<file path="src/rtl/cyclic_prefix_remove_pkg.sv">
// Shared definitions for the cyclic-prefix remover: default frame geometry
// (common with the transmitter's guard insertion) and the FSM state encoding.
package cyclic_prefix_remove_pkg;

  localparam int   DEF_FRAME_LEN   = 100;
  localparam int   DEF_PAYLOAD_LEN = 90;
  localparam logic DEF_GUARD_VAL   = 1'b1;
  localparam int   DEF_CNT_W       = 7;

  typedef enum logic [1:0] {
    ST_IDLE    = 2'd0,
    ST_PAYLOAD = 2'd1,
    ST_GUARD   = 2'd2
  } cp_state_t;

endpackage

</file>
<file path="src/rtl/cyclic_prefix_remove_guard_checker.sv">
// Guard-field checker for the cyclic-prefix remover: ORs guard-bit mismatches into a
// flag and pulses guard_err at the end of the field. Only exists when GUARD_CHECK_EN is defined.
`ifdef GUARD_CHECK_EN
module cp_guard_checker
  import cyclic_prefix_remove_pkg::*;
#(
  parameter logic GUARD_VAL = DEF_GUARD_VAL
) (
  input  logic       clk,
  input  logic       rst_n,
  input  logic       bit_in,
  input  logic       enable,
  input  logic       clear,
  input  logic       last,
  output logic       guard_err,
  output logic [7:0] err_cnt
);

  logic flag;
  logic mismatch;
  logic frame_bad;

  assign mismatch  = (bit_in != GUARD_VAL);
  assign frame_bad = flag | mismatch;

  // A re-align aborts the frame, so its partial guard history is simply discarded.
  always_ff @(posedge clk or negedge rst_n) begin
    if (!rst_n) begin
      flag      <= 1'b0;
      guard_err <= 1'b0;
      err_cnt   <= 8'd0;
    end else begin
      guard_err <= 1'b0;
      if (clear) begin
        flag <= 1'b0;
      end else if (enable) begin
        if (last) begin
          guard_err <= frame_bad;
          flag      <= 1'b0;
          if (frame_bad && (err_cnt != 8'hFF))
            err_cnt <= err_cnt + 8'd1;
        end else begin
          flag <= frame_bad;
        end
      end
    end
  end

endmodule
`endif

</file>
<file path="src/rtl/cyclic_prefix_remove.sv">
// Receive-side cyclic-prefix/guard removal: forwards payload bits with a strobe and drops
// the guard field. Guard checking (cp_guard_checker) is built only with GUARD_CHECK_EN.
module cyclic_prefix_remove
  import cyclic_prefix_remove_pkg::*;
#(
  parameter int   FRAME_LEN   = DEF_FRAME_LEN,
  parameter int   PAYLOAD_LEN = DEF_PAYLOAD_LEN,
`ifdef GUARD_CHECK_EN
  parameter logic GUARD_VAL   = DEF_GUARD_VAL,
`endif
  parameter int   CNT_W       = DEF_CNT_W
) (
  input  logic clk,
  input  logic rst_n,
  input  logic start,
  input  logic sync,
  input  logic data_in,
  output logic data_out,
  output logic ready,
  output logic frame_end,
  output logic guard_err
);

  localparam logic [CNT_W-1:0] LAST_PAYLOAD = CNT_W'(PAYLOAD_LEN - 1);
  localparam logic [CNT_W-1:0] LAST_FRAME   = CNT_W'(FRAME_LEN - 1);

  cp_state_t        state, state_nxt;
  logic [CNT_W-1:0] count, count_nxt;
  logic             data_nxt, ready_nxt, frame_end_nxt;

  always_ff @(posedge clk or negedge rst_n) begin
    if (!rst_n) begin
      state     <= ST_IDLE;
      count     <= '0;
      data_out  <= 1'b0;
      ready     <= 1'b0;
      frame_end <= 1'b0;
    end else begin
      state     <= state_nxt;
      count     <= count_nxt;
      data_out  <= data_nxt;
      ready     <= ready_nxt;
      frame_end <= frame_end_nxt;
    end
  end

  // sync wins over the current position in any state; count then points at the next bit.
  always_comb begin
    state_nxt     = state;
    count_nxt     = count;
    data_nxt      = data_out;
    ready_nxt     = 1'b0;
    frame_end_nxt = 1'b0;
    if (start) begin
      if (sync) begin
        data_nxt  = data_in;
        ready_nxt = 1'b1;
        count_nxt = CNT_W'(1);
        state_nxt = ST_PAYLOAD;
        if (PAYLOAD_LEN == 1) begin
          frame_end_nxt = 1'b1;
          state_nxt     = ST_GUARD;
        end
      end else begin
        case (state)
          ST_PAYLOAD: begin
            data_nxt  = data_in;
            ready_nxt = 1'b1;
            count_nxt = count + CNT_W'(1);
            if (count == LAST_PAYLOAD) begin
              frame_end_nxt = 1'b1;
              state_nxt     = ST_GUARD;
            end
          end
          ST_GUARD: begin
            if (count == LAST_FRAME) begin
              count_nxt = '0;
              state_nxt = ST_PAYLOAD;
            end else begin
              count_nxt = count + CNT_W'(1);
            end
          end
          default: ;
        endcase
      end
    end
  end

`ifdef GUARD_CHECK_EN
  logic       guard_bit;
  logic       guard_last;
  logic       realign;
  logic [7:0] err_cnt;

  assign realign    = start & sync;
  assign guard_bit  = start & ~sync & (state == ST_GUARD);
  assign guard_last = guard_bit & (count == LAST_FRAME);

  cp_guard_checker #(
    .GUARD_VAL (GUARD_VAL)
  ) u_guard (
    .clk       (clk),
    .rst_n     (rst_n),
    .bit_in    (data_in),
    .enable    (guard_bit),
    .clear     (realign),
    .last      (guard_last),
    .guard_err (guard_err),
    .err_cnt   (err_cnt)
  );
`else
  assign guard_err = 1'b0;
`endif

endmodule

</file>
<file path="config.mk">
export PLATFORM = sky130hd
export DESIGN_NAME = cyclic_prefix_remove
export DESIGN_NICKNAME = d
export VERILOG_FILES = /design/src/rtl/cyclic_prefix_remove_pkg.sv /design/src/rtl/cyclic_prefix_remove_guard_checker.sv /design/src/rtl/cyclic_prefix_remove.sv
export SDC_FILE = /design/constraint.sdc
export NUM_CORES = 1
export LEC_CHECK = 0
export BUFFER_PORTS_ARGS = -buffer_cell sky130_fd_sc_hd__buf_2
export CAP_MARGIN = 20
export CORE_MARGIN = 8
export CORE_UTILIZATION = 35
export CTS_CLUSTER_SIZE = 14
export DETAILED_ROUTE_END_ITERATION = 10
export PLACE_DENSITY_LB_ADDON = 0.2
export SYNTH_ARGS = -nofsm -noshare
export SYNTH_HDL_FRONTEND = slang
export SYNTH_HIERARCHICAL = 1
export SYNTH_SLANG_ARGS = --single-unit
</file>
<file path="constraint.sdc">
create_clock -name clk -period 2 [get_ports clk]
set_input_delay 0 -clock clk [delete_from_list [all_inputs] [get_ports clk]]
set_output_delay 0 -clock clk [all_outputs]
set_load 0.005 [all_outputs]
</file>
==> metrics.md, run 1 <==
| Metric | Value |
|---|---|
| Outcome | completed |
| CTS Buf Count | 3 |
| Clk pin slew, worst setup/hold paths | about 0.070 ns |
| 1st-iter DRT viols | 9 |
| Placed cell areas | 702 um^2 |
| RSZ-0062 raised after global routing | false |
| Max_cap viols | 0 |
| Pwr dens | 800 nW/um^2 |
| Final HPWL DP | 978 um |
| Synthesized area per cell | between 10 and 15 um^2 |
| Vias | between 400 and 500 |
| Setup crit start kind | flip-flop |
| FF-to-FF path depth | 5 |
| Hold Path Depth | 2 |
| Worst VDD drop | ~360 uV |
| Starting Density | a little under two fifths |
| Netlist cell types | 29 |
| Number of vias per cell | 4.93 |
| Clock Tree Buf Depth | 2 |
| RD Place Congestion | 0.793 |
| Total Nets Final | 83 |
| Slew HR | a little over three fifths |
| Mapped Cells | 64 |
| Most frequent cells in the layout | 12 x dfrtp_1, 7 x buf_2, 6 x nor2_1 |
| Hold Buf Count CTS | 2 |
| Syn Nets | 71 |
| Tcrit/Tclk final | between 80% and 90% |
| Setup Viol. Count Final | 0 |
| Chip Width | just under 60 um |
| Wire length of the first global-routing pass | 2250 um |
| Internal power | just over 0.4 mW |
| Crit path capture type | flip-flop |
| WL/cell | 13.0 um |
| ANT cells | 0 |
| Area grow syn2layout | 14.9% |
| Cts repair resizes | 0 |
| Total Routing Usage GR | 8.49% |
| Final WL | 1290 um |
| Drc violations | 0 |
| Antenna-violating nets left | 0 |
| Final setup margin | between 0.3 and 0.4 ns |
| Critical Path RT | 2.16 ns |
| Area of the core | roughly 1700 um^2 |
| Port bufs | 7 |
| Worst R2R Start | count[0]$_DFFE_PN0P_ |
| Slew Limit Fails | 0 |
| Non-Filler Instances | 99 |
| Actual slew at the worst max-slew pin | 0.544 ns |
| Post-CTS setup buffer count | 0 |
| FP Rows | 15 |
| FF+latch count, synth | 12 |
| Total power | a little under 0.6 mW |
| Clk root buf | clkbuf_4 |
| Post-Syn Area | approximately 650 um^2 |
| Worst-path maximum fanout | 6 |
| Sw Share | a little under a third |
| Pre-CTS WS | 0.401 ns |
| Worst reg-to-reg setup slack | ~0.39 ns |
| TritonCTS Sinks | 12 |
| Grt ovf | 0 |
| CTS tree | built |
| Largest net degree at the start of global routing | 13 |
| Vias in the first global route | 496 |
| Leak | 0.355 nW |
| Die H | 59.0 um |
| Synthesis Warnings | 6 |
| # H-tree levels | 1 |
| WP data arrival | 1.76 ns |
| I/O pin count | 9 |
| Reg power frac | 55.5% |
| Share of layout cells above drive strength 1 | around a fifth |
| Final Hold Vio Count | 0 |
| Commonest non-fill, non-tap cell in the layout | dfrtp_1 |
| Setup crit start | count[0]$_DFFE_PN0P_ |
| Antenna violations before repair | 0 |
| Cell total after placement | between 90 and 100 |
| Min Tclk post-route | 1.61 ns |
| Die ar. | between 3000 and 4000 um^2 |
| Finished Cell Area | 744 um^2 |
| Clock Latency Late Sink | roughly 0.27 ns |
| Setup_tns | 0 ns |
| Logic gate share of total power | a little over a fifth |
| Kind of critical path | flip-flop to flip-flop |
| Setup Skew | between 0.003 and 0.004 ns |
| Sw power | 0.180 mW |
| FMAX | 622 MHz |
| Clock Power Share | 23.6% |
| Worst hold start | start |
| HP Class | input pin to flip-flop |
| Drt first pass iters | 4 |
| Sequential share of the synthesized area | 46.3% |
[cells in the mapped netlist, drive strengths merged]
cell,number,share of area [%]
a21boi,2,2.3
a21oi,3,2.9
a2bb2oi,1,1.4
a31oi,1,0.97
and2b,1,1.2
and3,5,4.8
and4bb,2,3.9
buf,2,1.9
conb,1,0.58
dfrtp,12,46
ha,2,3.9
inv,2,1.2
mux2,1,1.7
nand2,3,1.7
nand2b,1,0.97
nand3,3,2.3
nor2,6,3.5
nor4b,1,1.4
o211ai,3,4.2
o21ai,4,3.1
o31ai,3,3.5
or2b,2,2.3
xor2,3,4.1
[layout make-up]
type	instances	area, um^2
repair buffers	9	55.1
well taps	25	31.3
flip-flops and latches	12	300
fillers	194	982
clock buffers	3	22.5
multi-input cells	48	328
inverters	2	7.51
[metrics by stage]
stage	hold WS, ns	utilization (%)
after floorplan	-0.296	-
after global placement	-0.109	40.7
after detailed placement	-0.109	40.7
after CTS	0.0393	43.1
after global routing	0.0426	43.1
final	0.0478	43.1
[per-layer routing]
| layer | wire length, um | part of all wire (%) | global-route usage, % | vias up |
|---|---|---|---|---|
| met5 | 0 | 0 | 0 | - |
| met4 | 25 | 1.9 | 4.10 | 0 |
| met3 | 58 | 4.5 | 3.69 | 5 |
| met2 | 607 | 47 | 12.3 | 9 |
| met1 | 600 | 46 | 10.4 | 225 |
| li1 | - | - | - | 249 |
[registers in the layout, indices dropped and copies added (netlist names)]
name       flops
state          2
count          7
ready          1
frame_end      1
data_out       1
[worst paths after layout]
kind                                   endpoint
setup reg to reg           state[0]$_DFFE_PN0P_
hold reg to reg            data_out$_DFFE_PN0P_
setup / recovery           state[0]$_DFFE_PN0P_
hold / removal                  ready$_DFF_PN0_
min in group asynchronous   frame_end$_DFF_PN0_
max in group asynchronous  count[0]$_DFFE_PN0P_
[power groups by stage]
| stage | registers [mW] | clock network (mW) | logic [mW] |
|---|---|---|---|
| 2_1_floorplan | 0.322 | 0 | 0.0933 |
| 3_3_place_gp | 0.332 | 0 | 0.121 |
| 3_5_place_dp | 0.335 | 0 | 0.121 |
| 4_1_cts | 0.330 | 0.151 | 0.125 |
| 5_1_grt | 0.340 | 0.164 | 0.146 |
| 6_report | 0.330 | 0.140 | 0.125 |
[logic make-up (layout without fill, tap and decap cells)]
logic type | count (synthesis) | in the layout | synth area share, %
DFF | 12 | 12 | 46.3
xor gates and xnor gates | 3 | 3 | 4.05
adders and majority gates | 2 | 2 | 3.86
other | 1 | 1 | 0.579
buffers and inverters | 4 | 14 | 3.09
AOI/OAI and AO/OA | 17 | 17 | 18.3
muxes | 1 | 1 | 1.74
and+or+nand+nor | 24 | 24 | 22.0
[worst max-delay path: stages (launching register included)]
cell,delay (ns)
dfrtp_1,0.43
ha_1,0.27
and4bb_1,0.24
a21oi_2,0.17
and2b_1,0.24
a2bb2oi_1,0.14
Power figures use the tool's default switching activity.
==> run 2: changes to the inputs <==
- clock period: 2 -> 1.63 ns (I/O delays scaled with it)
==> metrics.md, run 2 (synthesis gave the netlist of run 1 again) <==
| Metric | Value |
|---|---|
| Outcome | completed |
| Area grow syn2layout | 20.5% |
| Most frequent cells in the layout | 12 x dfrtp_1, 7 x buf_2, 6 x nor2_1 |
| Clk pin slew, worst setup/hold paths | 0.08 ns (about the same) |
| RD Place Congestion | 0.791 (-0.19%) |
| Total Nets Final | 86 (+3.6%) |
| Sw power | 0.241 mW (+34%) |
| Critical-path cell with the highest stage delay | dfrtp_1 |
| Die H | 59.0 um (unchanged) |
| TritonCTS Sinks | 12 (unchanged) |
| Sw Share | 29.8% (-0.53 points) |
| Setup Viol. Count Final | 0 (unchanged) |
| Setup_tns | 0 ns (unchanged) |
| Max_cap viols | 0 (unchanged) |
| Commonest non-fill, non-tap cell in the layout | dfrtp_1 |
| Sequential cell area | 300 um^2 (unchanged) |
| Hold Buf Count CTS | 2 (unchanged) |
| Placed cell areas | 724 um^2 (+3.2%) |
| Critical Path RT | 1.80 ns (-0.36 ns) |
| Clock Latency Late Sink | 0.28 ns (about the same) |
| WP data arrival | 1.71 ns (-0.05 ns) |
| Kind of critical path | flip-flop to flip-flop |
| # H-tree levels | 1 (unchanged) |
| Metal-1 WL | 629 um (+4.8%) |
| Number of vias per cell | 4.96 (+0.65%) |
| Vias in the first global route | 488 (-1.6%) |
| Antenna violations before repair | 0 (unchanged) |
| Antenna-violating nets left | 0 (unchanged) |
| Pwr dens | 1040 nW/um^2 (+30%) |
| Top Registers | count (7), state (2) |
| Port bufs | 7 (unchanged) |
| Grt ovf | 0 (unchanged) |
| Chip Width | 59.0 um (unchanged) |
| Clk root buf | clkbuf_4 |
| Worst hold start | start |
| Met3 WL | 43 um (-26%) |
| Setup crit start kind | flip-flop |
| Starting Density | 37.5% (unchanged) |
| Tcrit/Tclk final | 94.2% (+14 points) |
| Die ar. | 3480 um^2 (unchanged) |
| Top Layer Used | met4 |
| FP Rows | 15 (unchanged) |
| Final WL | 1300 um (+0.70%) |
| Min Tclk post-route | 1.54 ns (-0.0720 ns) |
| FF-to-FF path depth | 5 (unchanged) |
| Leak | 0.378 nW (+6.5%) |
| Finished Cell Area | 781 um^2 (+4.9%) |
| Wire length on met2 | 578 um (-4.8%) |
| Drt first pass iters | 4 (unchanged) |
| Clock Tree Buf Depth | 2 (unchanged) |
| Layout fillers | 172 (-11%) |
| Worst VDD drop | 528 uV (+47%) |
| Largest Register | count |
| ANT cells | 0 (unchanged) |
| RSZ-0062 raised after global routing | false |
| Crit path to | state[0]$_DFFE_PN0P_ |
| Slew Limit Fails | 0 (unchanged) |
| Drc violations | 0 (unchanged) |
| Max reg flops | 7 (unchanged) |
| Critical Path Max Stage Delay | 0.44 ns (about the same) |
| Cts repair resizes | 0 (unchanged) |
| Vias | 511 (+4.7%) |
| HP Class | input pin to flip-flop |
| Final Util | 45.2% (+2.1 points) |
| Worst reg-to-reg setup slack | 0.09 ns (-0.30 ns) |
| 1st-iter DRT viols | 9 (unchanged) |
| Wire length of the first global-routing pass | 2210 um (-1.6%) |
| Internal power | 0.568 mW (+37%) |
| FMAX | 651 MHz (+4.7%) |
| Setup Skew | 0.00938 ns (+0.00601 ns) |
| Pre-CTS WS | 0.0965 ns (-0.304 ns) |
| Final Hold Vio Count | 0 (unchanged) |
| Total Routing Usage GR | 8.40% (-0.089 points) |
| Area of the core | 1730 um^2 (unchanged) |
| Reg power frac | 50.0% (-5.5 points) |
| CTS tree | built |
| Worst R2R Start | count[0]$_DFFE_PN0P_ |
| Setup crit start | count[0]$_DFFE_PN0P_ |
| Worst-path maximum fanout | 6 (unchanged) |
| Logic gate share of total power | 20.3% (-0.6 points) |
| Share of layout cells above drive strength 1 | 23.1% (+4.2 points) |
| Clock Power Share | 29.7% (+6.1 points) |
| CTS Buf Count | 3 (unchanged) |
| Reg-to-Reg End | state[0]$_DFFE_PN0P_ |
| Post-CTS setup buffer count | 0 (unchanged) |
| Largest net degree at the start of global routing | 13 (unchanged) |
| Final setup margin | 0.0949 ns (-0.298 ns) |
| Area of the multi-input gates | 328 um^2 (unchanged) |
| I/O pin count | 9 (unchanged) |
| Cell breakdown of the critical path | ha_1 > and4bb_1 > a21oi_2 > and2b_1 > a2bb2oi_1 |
| Crit path capture type | flip-flop |
| WL/cell | 12.6 um (-3.2%) |
[run 2: changes by cell type in the layout (fill, tap and decap cells not counted)]
cell / before / now
buf_4: 0 / 3
clkbuf_8: 0 / 1
[run 2: layout make-up]
| class | count | share of cell area [%] |
|---|---|---|
| well taps | 25 | 4.01 |
| multi-input cells | 48 | 42.0 |
| inverters | 2 | 0.962 |
| clock buffers | 4 | 4.65 |
| repair buffers | 12 | 9.94 |
| flip-flops and latches | 12 | 38.5 |
[run 2: through the flow]
stage | instances | power (mW) | hold slack (ns)
3_5_place_dp | 97 | 0.573 | -0.106
3_3_place_gp | 97 | 0.570 | -0.108
2_1_floorplan | 64 | 0.509 | -0.296
5_1_grt | 103 | 0.862 | 0.0352
4_1_cts | 103 | 0.823 | 0.0212
6_report | 103 | 0.809 | 0.0316
[run 2: worst min-delay path by stage]
stage | cells past startpoint | slack (ns) | end
2_1_floorplan | 0 | -0.30 | count[0]$_DFFE_PN0P_
5_1_grt | 2 | 0.04 | ready$_DFF_PN0_
3_3_place_gp | 1 | -0.11 | frame_end$_DFF_PN0_
4_1_cts | 2 | 0.02 | ready$_DFF_PN0_
3_5_place_dp | 1 | -0.11 | state[0]$_DFFE_PN0P_
6_report | 2 | 0.03 | ready$_DFF_PN0_
[run 2: power by group through the flow]
stage	Sequential, mW	Combinational (mW)	Clock, mW
after floorplan	0.395	0.115	0
after global placement	0.408	0.161	0
after detailed placement	0.411	0.162	0
after CTS	0.405	0.166	0.252
after global routing	0.414	0.187	0.261
final	0.405	0.164	0.241
[run 2: critical path: cells and delay by family, from the launching register on]
kind	cells	cell delay, ns
AO/OA/AOI/OAI	2	0.31
adder cells (fa/ha/maj)	1	0.23
flip-flops	1	0.44
AND/OR/NAND/NOR	2	0.45
[run 2: layer usage]
| metal | track usage [%] | vias to the layer above |
|---|---|---|
| met1 | 10.3 | 239 |
| met4 | 6.14 | 0 |
| met5 | 0 | - |
| met3 | 2.60 | 5 |
| met2 | 12.0 | 9 |
| li1 | - | 258 |
